==> config.mk <==
export PLATFORM = sky130hd
export DESIGN_NAME = writeback_unit
export DESIGN_NICKNAME = d
export VERILOG_FILES = /design/src/rtl/gpu_pkg.sv /design/src/rtl/wb_fifo.sv /design/src/rtl/writeback_unit.sv
export SDC_FILE = /design/constraint.sdc
export NUM_CORES = 1
export LEC_CHECK = 0
export BUFFER_PORTS_ARGS = -buffer_cell sky130_fd_sc_hd__buf_2
export CORE_MARGIN = 2
export CORE_UTILIZATION = 30
export CTS_CLUSTER_DIAMETER = 80
export DETAILED_ROUTE_END_ITERATION = 6
export SYNTH_ARGS = -nofsm -noshare
export SYNTH_HDL_FRONTEND = slang
export SYNTH_SLANG_ARGS = --single-unit
==> constraint.sdc <==
create_clock -name clk -period 6.9 [get_ports clk]
set_input_delay 0.69 -clock clk [delete_from_list [all_inputs] [get_ports clk]]
set_output_delay 0.69 -clock clk [all_outputs]
set_load 0.1 [all_outputs]
==> src/rtl/gpu_pkg.sv <==
// gpu_pkg -- shared types for the GPU pipeline.
//   lane_t     : one 18-bit datapath lane
//   vec_t      : NLANES lanes moved together
//   wb_entry_t : one write-back queue entry (destination register + data)
// Helpers: reg_onehot (register address to one-hot mask), lane_select
// (per-lane result mux between memory data and ALU output).
package gpu_pkg;

  localparam int NLANES = 3;
  localparam int LANE_W = 18;
  localparam int REG_AW = 4;
  localparam int NREGS  = 16;

  typedef logic [LANE_W-1:0] lane_t;
  typedef lane_t [NLANES-1:0] vec_t;

  typedef struct packed {
    logic [REG_AW-1:0] addr;
    vec_t              data;
  } wb_entry_t;

  function automatic logic [NREGS-1:0] reg_onehot(input logic [REG_AW-1:0] a);
    logic [NREGS-1:0] v;
    v    = {NREGS{1'b0}};
    v[a] = 1'b1;
    return v;
  endfunction

  // All lanes switch together: a result is either a load or an ALU value.
  function automatic vec_t lane_select(input logic sel_mem, input vec_t mem_v,
                                       input vec_t alu_v);
    vec_t v;
    for (int l = 0; l < NLANES; l++) begin
      v[l] = sel_mem ? mem_v[l] : alu_v[l];
    end
    return v;
  endfunction

endpackage

==> src/rtl/wb_fifo.sv <==
// wb_fifo -- circular write-back queue of DEPTH entries (DEPTH power of two).
// Ports:
//   clk, rst       : clock, synchronous active-high reset
//   push_i         : enqueue wdata_i (ignored when full)
//   pop_i          : dequeue head (ignored when empty)
//   wdata_i        : entry to enqueue
//   head_o         : oldest entry
//   count_o        : registered occupancy
//   full_o         : count_o == DEPTH
//   rd_ptr_o       : slot of the oldest entry (age reference for mem_o)
//   mem_o          : raw storage; slot (rd_ptr_o + k) is valid when k < count_o
module wb_fifo
  import gpu_pkg::*;
#(
  parameter int DEPTH = 4,
  localparam int PW = (DEPTH > 1) ? $clog2(DEPTH) : 1,
  localparam int CW = $clog2(DEPTH + 1)
) (
  input  logic          clk,
  input  logic          rst,
  input  logic          push_i,
  input  logic          pop_i,
  input  wb_entry_t     wdata_i,
  output wb_entry_t     head_o,
  output logic [CW-1:0] count_o,
  output logic          full_o,
  output logic [PW-1:0] rd_ptr_o,
  output wb_entry_t     mem_o [DEPTH]
);

  wb_entry_t     mem_q [DEPTH];
  logic [PW-1:0] wr_ptr_q, wr_ptr_d;
  logic [PW-1:0] rd_ptr_q, rd_ptr_d;
  logic [CW-1:0] count_q, count_d;
  logic          do_push_s, do_pop_s;

  assign full_o    = (count_q == CW'(DEPTH));
  assign do_push_s = push_i & ~full_o;
  assign do_pop_s  = pop_i & (count_q != {CW{1'b0}});

  // Next pointers and occupancy; pointers wrap naturally at DEPTH.
  always_comb begin
    wr_ptr_d = wr_ptr_q;
    rd_ptr_d = rd_ptr_q;
    count_d  = count_q;
    if (do_push_s) begin
      wr_ptr_d = wr_ptr_q + PW'(1);
    end else begin
      wr_ptr_d = wr_ptr_q;
    end
    if (do_pop_s) begin
      rd_ptr_d = rd_ptr_q + PW'(1);
    end else begin
      rd_ptr_d = rd_ptr_q;
    end
    case ({do_push_s, do_pop_s})
      2'b10:   count_d = count_q + CW'(1);
      2'b01:   count_d = count_q - CW'(1);
      default: count_d = count_q;
    endcase
  end

  // Queue state register and entry storage.
  always_ff @(posedge clk) begin
    if (rst) begin
      wr_ptr_q <= {PW{1'b0}};
      rd_ptr_q <= {PW{1'b0}};
      count_q  <= {CW{1'b0}};
      for (int i = 0; i < DEPTH; i++) begin
        mem_q[i] <= '0;
      end
    end else begin
      wr_ptr_q <= wr_ptr_d;
      rd_ptr_q <= rd_ptr_d;
      count_q  <= count_d;
      if (do_push_s) begin
        mem_q[wr_ptr_q] <= wdata_i;
      end
    end
  end

  assign head_o   = mem_q[rd_ptr_q];
  assign count_o  = count_q;
  assign rd_ptr_o = rd_ptr_q;

  for (genvar g = 0; g < DEPTH; g++) begin : g_mem_out
    assign mem_o[g] = mem_q[g];
  end

endmodule

==> src/rtl/writeback_unit.sv <==
// writeback_unit -- buffers memory-stage results and writes them to the
// Decode register file in acceptance order, one per cycle when the write
// port is free.
// Ports:
//   clk, rst            : clock, synchronous active-high reset
//   ValidM / ReadyM     : result handshake from the memory stage
//   RegWriteM           : result writes a register (0 = accepted and dropped)
//   MemtoRegM           : data select, ReadDataM (1) or ALUOutM (0)
//   WA3M, ALUOutM, ReadDataM : destination and per-lane data candidates
//   RfBusyW             : register-file write port unavailable this cycle
//   RegWriteW, wa3w, wd3: registered write strobe, address, data
//   PendingW            : per-register flag, write queued or on the port
// Optional build macro WB_BYPASS_EN adds ra1D/ra2D and Fwd1*/Fwd2*
// (combinational forwarding of the youngest pending value per register).
module writeback_unit
  import gpu_pkg::*;
#(
  parameter int DEPTH = 4
) (
  input  logic              clk,
  input  logic              rst,
  input  logic              ValidM,
  output logic              ReadyM,
  input  logic              RegWriteM,
  input  logic              MemtoRegM,
  input  logic [REG_AW-1:0] WA3M,
  input  vec_t              ALUOutM,
  input  vec_t              ReadDataM,
  input  logic              RfBusyW,
  output logic              RegWriteW,
  output logic [REG_AW-1:0] wa3w,
  output vec_t              wd3,
  output logic [NREGS-1:0]  PendingW
`ifdef WB_BYPASS_EN
  ,
  input  logic [REG_AW-1:0] ra1D,
  input  logic [REG_AW-1:0] ra2D,
  output logic              Fwd1Hit,
  output logic              Fwd2Hit,
  output vec_t              Fwd1Data,
  output vec_t              Fwd2Data
`endif
);

  localparam int PW = (DEPTH > 1) ? $clog2(DEPTH) : 1;
  localparam int CW = $clog2(DEPTH + 1);

  wb_entry_t         entry_s;
  wb_entry_t         head_s;
  wb_entry_t         mem_s [DEPTH];
  logic [CW-1:0]     count_s;
  logic [PW-1:0]     rd_ptr_s;
  logic              full_s;
  logic              push_s;
  logic              pop_s;

  logic              regwrite_q, regwrite_d;
  logic [REG_AW-1:0] wa3_q, wa3_d;
  vec_t              wd3_q, wd3_d;
  logic [NREGS-1:0]  pending_s;
  logic [PW-1:0]     idx_s;

  // Readiness comes from the registered count only, so a pop in the same
  // cycle never frees a slot for that cycle's push.
  assign ReadyM = ~full_s;
  assign push_s = ValidM & ~full_s & RegWriteM;
  assign pop_s  = (count_s != {CW{1'b0}}) & ~RfBusyW;

  assign entry_s.addr = WA3M;
  assign entry_s.data = lane_select(MemtoRegM, ReadDataM, ALUOutM);

  wb_fifo #(.DEPTH(DEPTH)) u_fifo (
    .clk      (clk),
    .rst      (rst),
    .push_i   (push_s),
    .pop_i    (pop_s),
    .wdata_i  (entry_s),
    .head_o   (head_s),
    .count_o  (count_s),
    .full_o   (full_s),
    .rd_ptr_o (rd_ptr_s),
    .mem_o    (mem_s)
  );

  // Write-port next state: load head on pop, otherwise drop strobe and hold.
  always_comb begin
    regwrite_d = 1'b0;
    wa3_d      = wa3_q;
    wd3_d      = wd3_q;
    if (pop_s) begin
      regwrite_d = 1'b1;
      wa3_d      = head_s.addr;
      wd3_d      = head_s.data;
    end else begin
      regwrite_d = 1'b0;
    end
  end

  // Write-port output register.
  always_ff @(posedge clk) begin
    if (rst) begin
      regwrite_q <= 1'b0;
      wa3_q      <= {REG_AW{1'b0}};
      wd3_q      <= '0;
    end else begin
      regwrite_q <= regwrite_d;
      wa3_q      <= wa3_d;
      wd3_q      <= wd3_d;
    end
  end

  assign RegWriteW = regwrite_q;
  assign wa3w      = wa3_q;
  assign wd3       = wd3_q;

  // Pending mask: the live output plus every occupied queue slot.
  always_comb begin
    pending_s = regwrite_q ? reg_onehot(wa3_q) : {NREGS{1'b0}};
    idx_s     = {PW{1'b0}};
    for (int k = 0; k < DEPTH; k++) begin
      idx_s     = rd_ptr_s + PW'(k);
      pending_s = pending_s |
                  ((CW'(k) < count_s) ? reg_onehot(mem_s[idx_s].addr) : {NREGS{1'b0}});
    end
  end

  assign PendingW = pending_s;

`ifdef WB_BYPASS_EN
  logic [REG_AW-1:0] ra_s    [2];
  logic              fhit_s  [2];
  vec_t              fdata_s [2];
  logic [PW-1:0]     fidx_s;
  logic              fmatch_s;

  assign ra_s[0] = ra1D;
  assign ra_s[1] = ra2D;

  // Forwarding search, oldest first (output register, then queue head to
  // tail) so the last match seen is the youngest value.
  always_comb begin
    fidx_s   = {PW{1'b0}};
    fmatch_s = 1'b0;
    for (int p = 0; p < 2; p++) begin
      fhit_s[p]  = 1'b0;
      fdata_s[p] = '0;
      fmatch_s   = regwrite_q & (wa3_q == ra_s[p]);
      fhit_s[p]  = fhit_s[p] | fmatch_s;
      fdata_s[p] = fmatch_s ? wd3_q : fdata_s[p];
      for (int k = 0; k < DEPTH; k++) begin
        fidx_s     = rd_ptr_s + PW'(k);
        fmatch_s   = (CW'(k) < count_s) & (mem_s[fidx_s].addr == ra_s[p]);
        fhit_s[p]  = fhit_s[p] | fmatch_s;
        fdata_s[p] = fmatch_s ? mem_s[fidx_s].data : fdata_s[p];
      end
    end
  end

  assign Fwd1Hit  = fhit_s[0];
  assign Fwd2Hit  = fhit_s[1];
  assign Fwd1Data = fdata_s[0];
  assign Fwd2Data = fdata_s[1];
`endif

endmodule

==> summary.md <==
| Metric | Value |
|---|---|
| CTS Hold Buffers Added | `0` |
| Setup TNS | `0 ns` |
| Placed inst area | `between 15,000 and 20,000 um2` |
| Die ar. | `48,500 um2` |
| CP Max Fanout | `42` |
| Antenna violations before repair | `0` |
| Grt ovf | `0` |
| Met2 routed WL | `18,600 um` |
| Maximum number of pins on one net before global-route repair | `88` |
| Inst Count DP | `1,847` |
| Hold Vio Cnt, Final | `0` |
| Drt pass-1 iters | `7` |
| FF-to-FF setup slack | `roughly 3.8 ns` |
| Synth Area per Inst | `approximately 12 um2` |
| Fin worst setup slack | `2.49 ns` |
| Max_cap viols | `0` |
| Largest buffer count on any clock path | `3` |
| DR DRC count | `7` |
| Number of CTS-inserted buffers | `31` |
| Violated checks | `DRC` |
| Post-route cell area | `16,600 um2` |
| Skew-Pair Late Insertion Delay | `0.57 ns` |
| Crit path DAT | `about 3.7 ns` |
| N_diodes | `0` |
| VDD IR max | `about 0.23 mV` |
| Post-synth top flop | `edfxtp_1` |
| CP delay by family, top | `buffers and inverters` |
| Outcome | `finished with violations` |
| Cell variety after synth | `52` |
| Crit Path Class | `flip-flop to output port` |
| CP required | `6.21 ns` |
| Core box area | `roughly 46,000 um2` |
| Root Buffer | `clkbuf_16` |
| Hold-critical path depth | `2` |
| CTS tree | `done` |
| Clk sinks | `a little under 300` |
| Cell row count | `approximately 80` |
| M1 WL | `16,200 um` |
| Worst reg2reg path endpoint | `u_fifo.mem_q[1][35]` |
| Final Setup Violations | `0` |
| GPL Wtd Cong | `0.847` |
| Critical path capture point type | `output port` |
| Die width | `220 um` |
| Metal3 WL | `between 1500 and 2000 um` |
| Syn_nets | `1,250` |
| Area Growth Syn to Fin | `18.1%` |
| DP Worst Slack | `2.95 ns` |
| Seq/Total Area, Yosys | `59.1%` |
| Ys async rst share | `0%` |
| Slew margin rel. | `34.1%` |
| Total chip power | `5.77 mW` |
| Fmax | `227 MHz` |
| Post-CTS resize count | `0` |
| Cells after Synth | `1,127` |
| Reg clk slew, reported paths | `0.06 ns` |
| Routed Antenna Nets | `0` |
| Final non-filler cell total | `1,905` |
| Post-synth EDFFs | `232` |
| Die H | `approximately 220 um` |
| Starting density of the core | `30.3%` |
| Vias in the first global route | `9,548` |
| Final wirelength | `37,500 um` |
| DR vias | `9,482` |
| Gr usage total | `15.3%` |
| Slew @ Worst Pin | `0.987 ns` |
| # port buffers | `193` |
| R2R depth | `6` |
| Hold WC Path Type | `input port to flip-flop` |
| H-tree levels | `1` |
| RSZ-0062 raised after global routing | `false` |
| Type of origin of the critical path | `flip-flop` |
| Boundary Pins | `194` |
| CP max stage delay | `0.84 ns` |
| Crit path depth | `6` |
| DP HPWL | `around 23,000 um` |
| Pwr/cell area | `348 nW/um2` |
| Reg-to-Reg Start | `u_fifo.count_o[0]` |
| Average vias per placed instance | `about 5` |
| Worst path bufs/invs | `2` |
| Hold Crit Start | `WA3M[3]` |
| Layout net count | `1,396` |
| Post-Syn Area | `roughly 14,000 um2` |
| Starting DRT DRC Count | `726` |
| Fillers | `roughly 4,600` |
| Ys Warns | `0` |
| Final Cycle Share | `around 64%` |
| Crit-path slowest cell | `buf_4` |
| Top Layer Used | `met4` |
| Crit-path cells | `buf_4, nand4b_1, a41oi_1, a22oi_1, nand4_1, buf_2` |
| #FFs+latches synth | `between 200 and 300` |
| Final min period | `approximately 4.4 ns` |
| First-pass GRT wire length | `57,000 um` |
| Drt wl/cell | `19.7 um` |
| Lkg Pwr | `~6 nW` |
| WHS Endpoint | `u_fifo.mem_q[0][57]` |
| Share of cells above drive strength 1 | `25.9%` |
| Post-CTS Setup Bufs | `0` |
| Clk_skew | `0.0105 ns` |
| Max Transition Viols Final | `0` |
## per-stage QoR
step / util (%) / hold WS, ns
after global placement: 33.4 / 0.441
after global routing: 35.7 / 0.423
after CTS: 35.7 / 0.409
final: 35.7 / 0.437
after floorplan: - / 0.565
after detailed placement: 33.4 / 0.444
## worst reg2reg max path, delay by kind of cell (launching register included)
kind	cells	cell delay, ns
flip-flops	1	0.49
AND/OR/NAND/NOR	2	0.49
adder cells (fa/ha/maj)	1	0.24
AO/OA/AOI/OAI	1	0.70
buffers and inverters	2	0.78
## worst max path at each step
stage / slack, ns / end / start
floorplan: 1.83 / u_fifo.mem_q[1][0] / u_fifo.count_o[0]
global placement: 2.97 / PendingW[15] / u_fifo.rd_ptr_o[0]
detailed placement: 2.95 / PendingW[9] / u_fifo.rd_ptr_o[0]
CTS: 2.34 / PendingW[9] / u_fifo.rd_ptr_o[0]
global route: 2.12 / PendingW[15] / u_fifo.rd_ptr_o[0]
finish: 2.49 / PendingW[9] / u_fifo.rd_ptr_o[0]
## state kept, by name, indices dropped and copies added (netlist names)
signal,flops
u_fifo.count_o,3
wd3,54
u_fifo.wr_ptr_q,2
u_fifo.rd_ptr_o,2
wa3w,4
u_fifo.mem_q,232
RegWriteW,1
## kinds of logic after synthesis
family	synth area share, %
compound gates	4.42
flops	59.1
simple gates	16.3
mux	16.3
fa+ha+maj	0.446
buf+inv	3.18
xor+xnor	0.312
## cells in the final DEF (no fill, tap or decap), types with 3 or more instances in the layout
cell / count
nand4_1: 8
edfxtp_1: 232
and2_1: 18
nor2b_1: 23
buf_2: 192
a22oi_1: 6
ha_1: 5
mux4_1: 6
clkbuf_8: 6
o21bai_4: 3
nor3b_1: 7
dfxtp_1: 64
a222oi_1: 3
buf_4: 13
nand2_1: 131
clkbuf_16: 31
nor2_1: 129
nand3_1: 25
xor2_1: 3
mux4_2: 69
nand4b_1: 5
mux2i_1: 55
bufinv_16: 5
a21oi_1: 63
inv_1: 7
nand3b_1: 4
nor3_1: 114
clkinv_1: 3
a32oi_1: 8
clkbuf_1: 10
and3_1: 11
## power breakdown
| group | leakage, nW | total [mW] | internal (mW) | switching [mW] |
|---|---|---|---|---|
| logic | 2.63 | 1.78 | 0.473 | 1.30 |
| clock network | 0.525 | 1.76 | 1.08 | 0.684 |
| registers | 2.94 | 2.23 | 2.10 | 0.138 |
| total | 6.10 | 5.77 | 3.65 | 2.13 |
## cell usage after synthesis (all sizes together) (3+ instances only)
cell	number	area share, %
nor3b	7	0.37
ha	5	0.45
a21oi	63	2.2
nand2	132	3.5
nand4b	5	0.31
a211oi	3	0.20
or3	3	0.13
nor2	129	3.5
buf	28	1.1
clkbuf	64	1.9
nand3	25	0.89
nand2b	4	0.18
nand4	8	0.36
nand3b	4	0.21
edfxtp	232	50
nor3	114	4.1
and2	18	0.80
and3	11	0.49
nor2b	23	1.0
a32oi	8	0.50
mux2i	55	3.9
a222oi	3	0.21
inv	7	0.19
xor2	3	0.19
mux4	76	12
a22oi	6	0.32
o21bai	4	0.21
dfxtp	66	9.4
## final cells by class
type,count,area [um2],area share [%]
well taps,607,759,4.58
flip-flops and latches,298,8300,50.1
inverters,8,30.0,0.181
multi-input cells,729,5350,32.3
clock inverters,11,184,1.11
clock buffers,47,896,5.41
repair buffers,205,1060,6.39
## metal layers
| metal | GRT usage (%) | vias up |
|---|---|---|
| met1 | 20.1 | 4681 |
| met5 | 0 | - |
| met2 | 26.3 | 241 |
| met4 | 4.74 | 0 |
| li1 | - | 4508 |
| met3 | 2.14 | 52 |
Power figures use the tool's default switching activity.
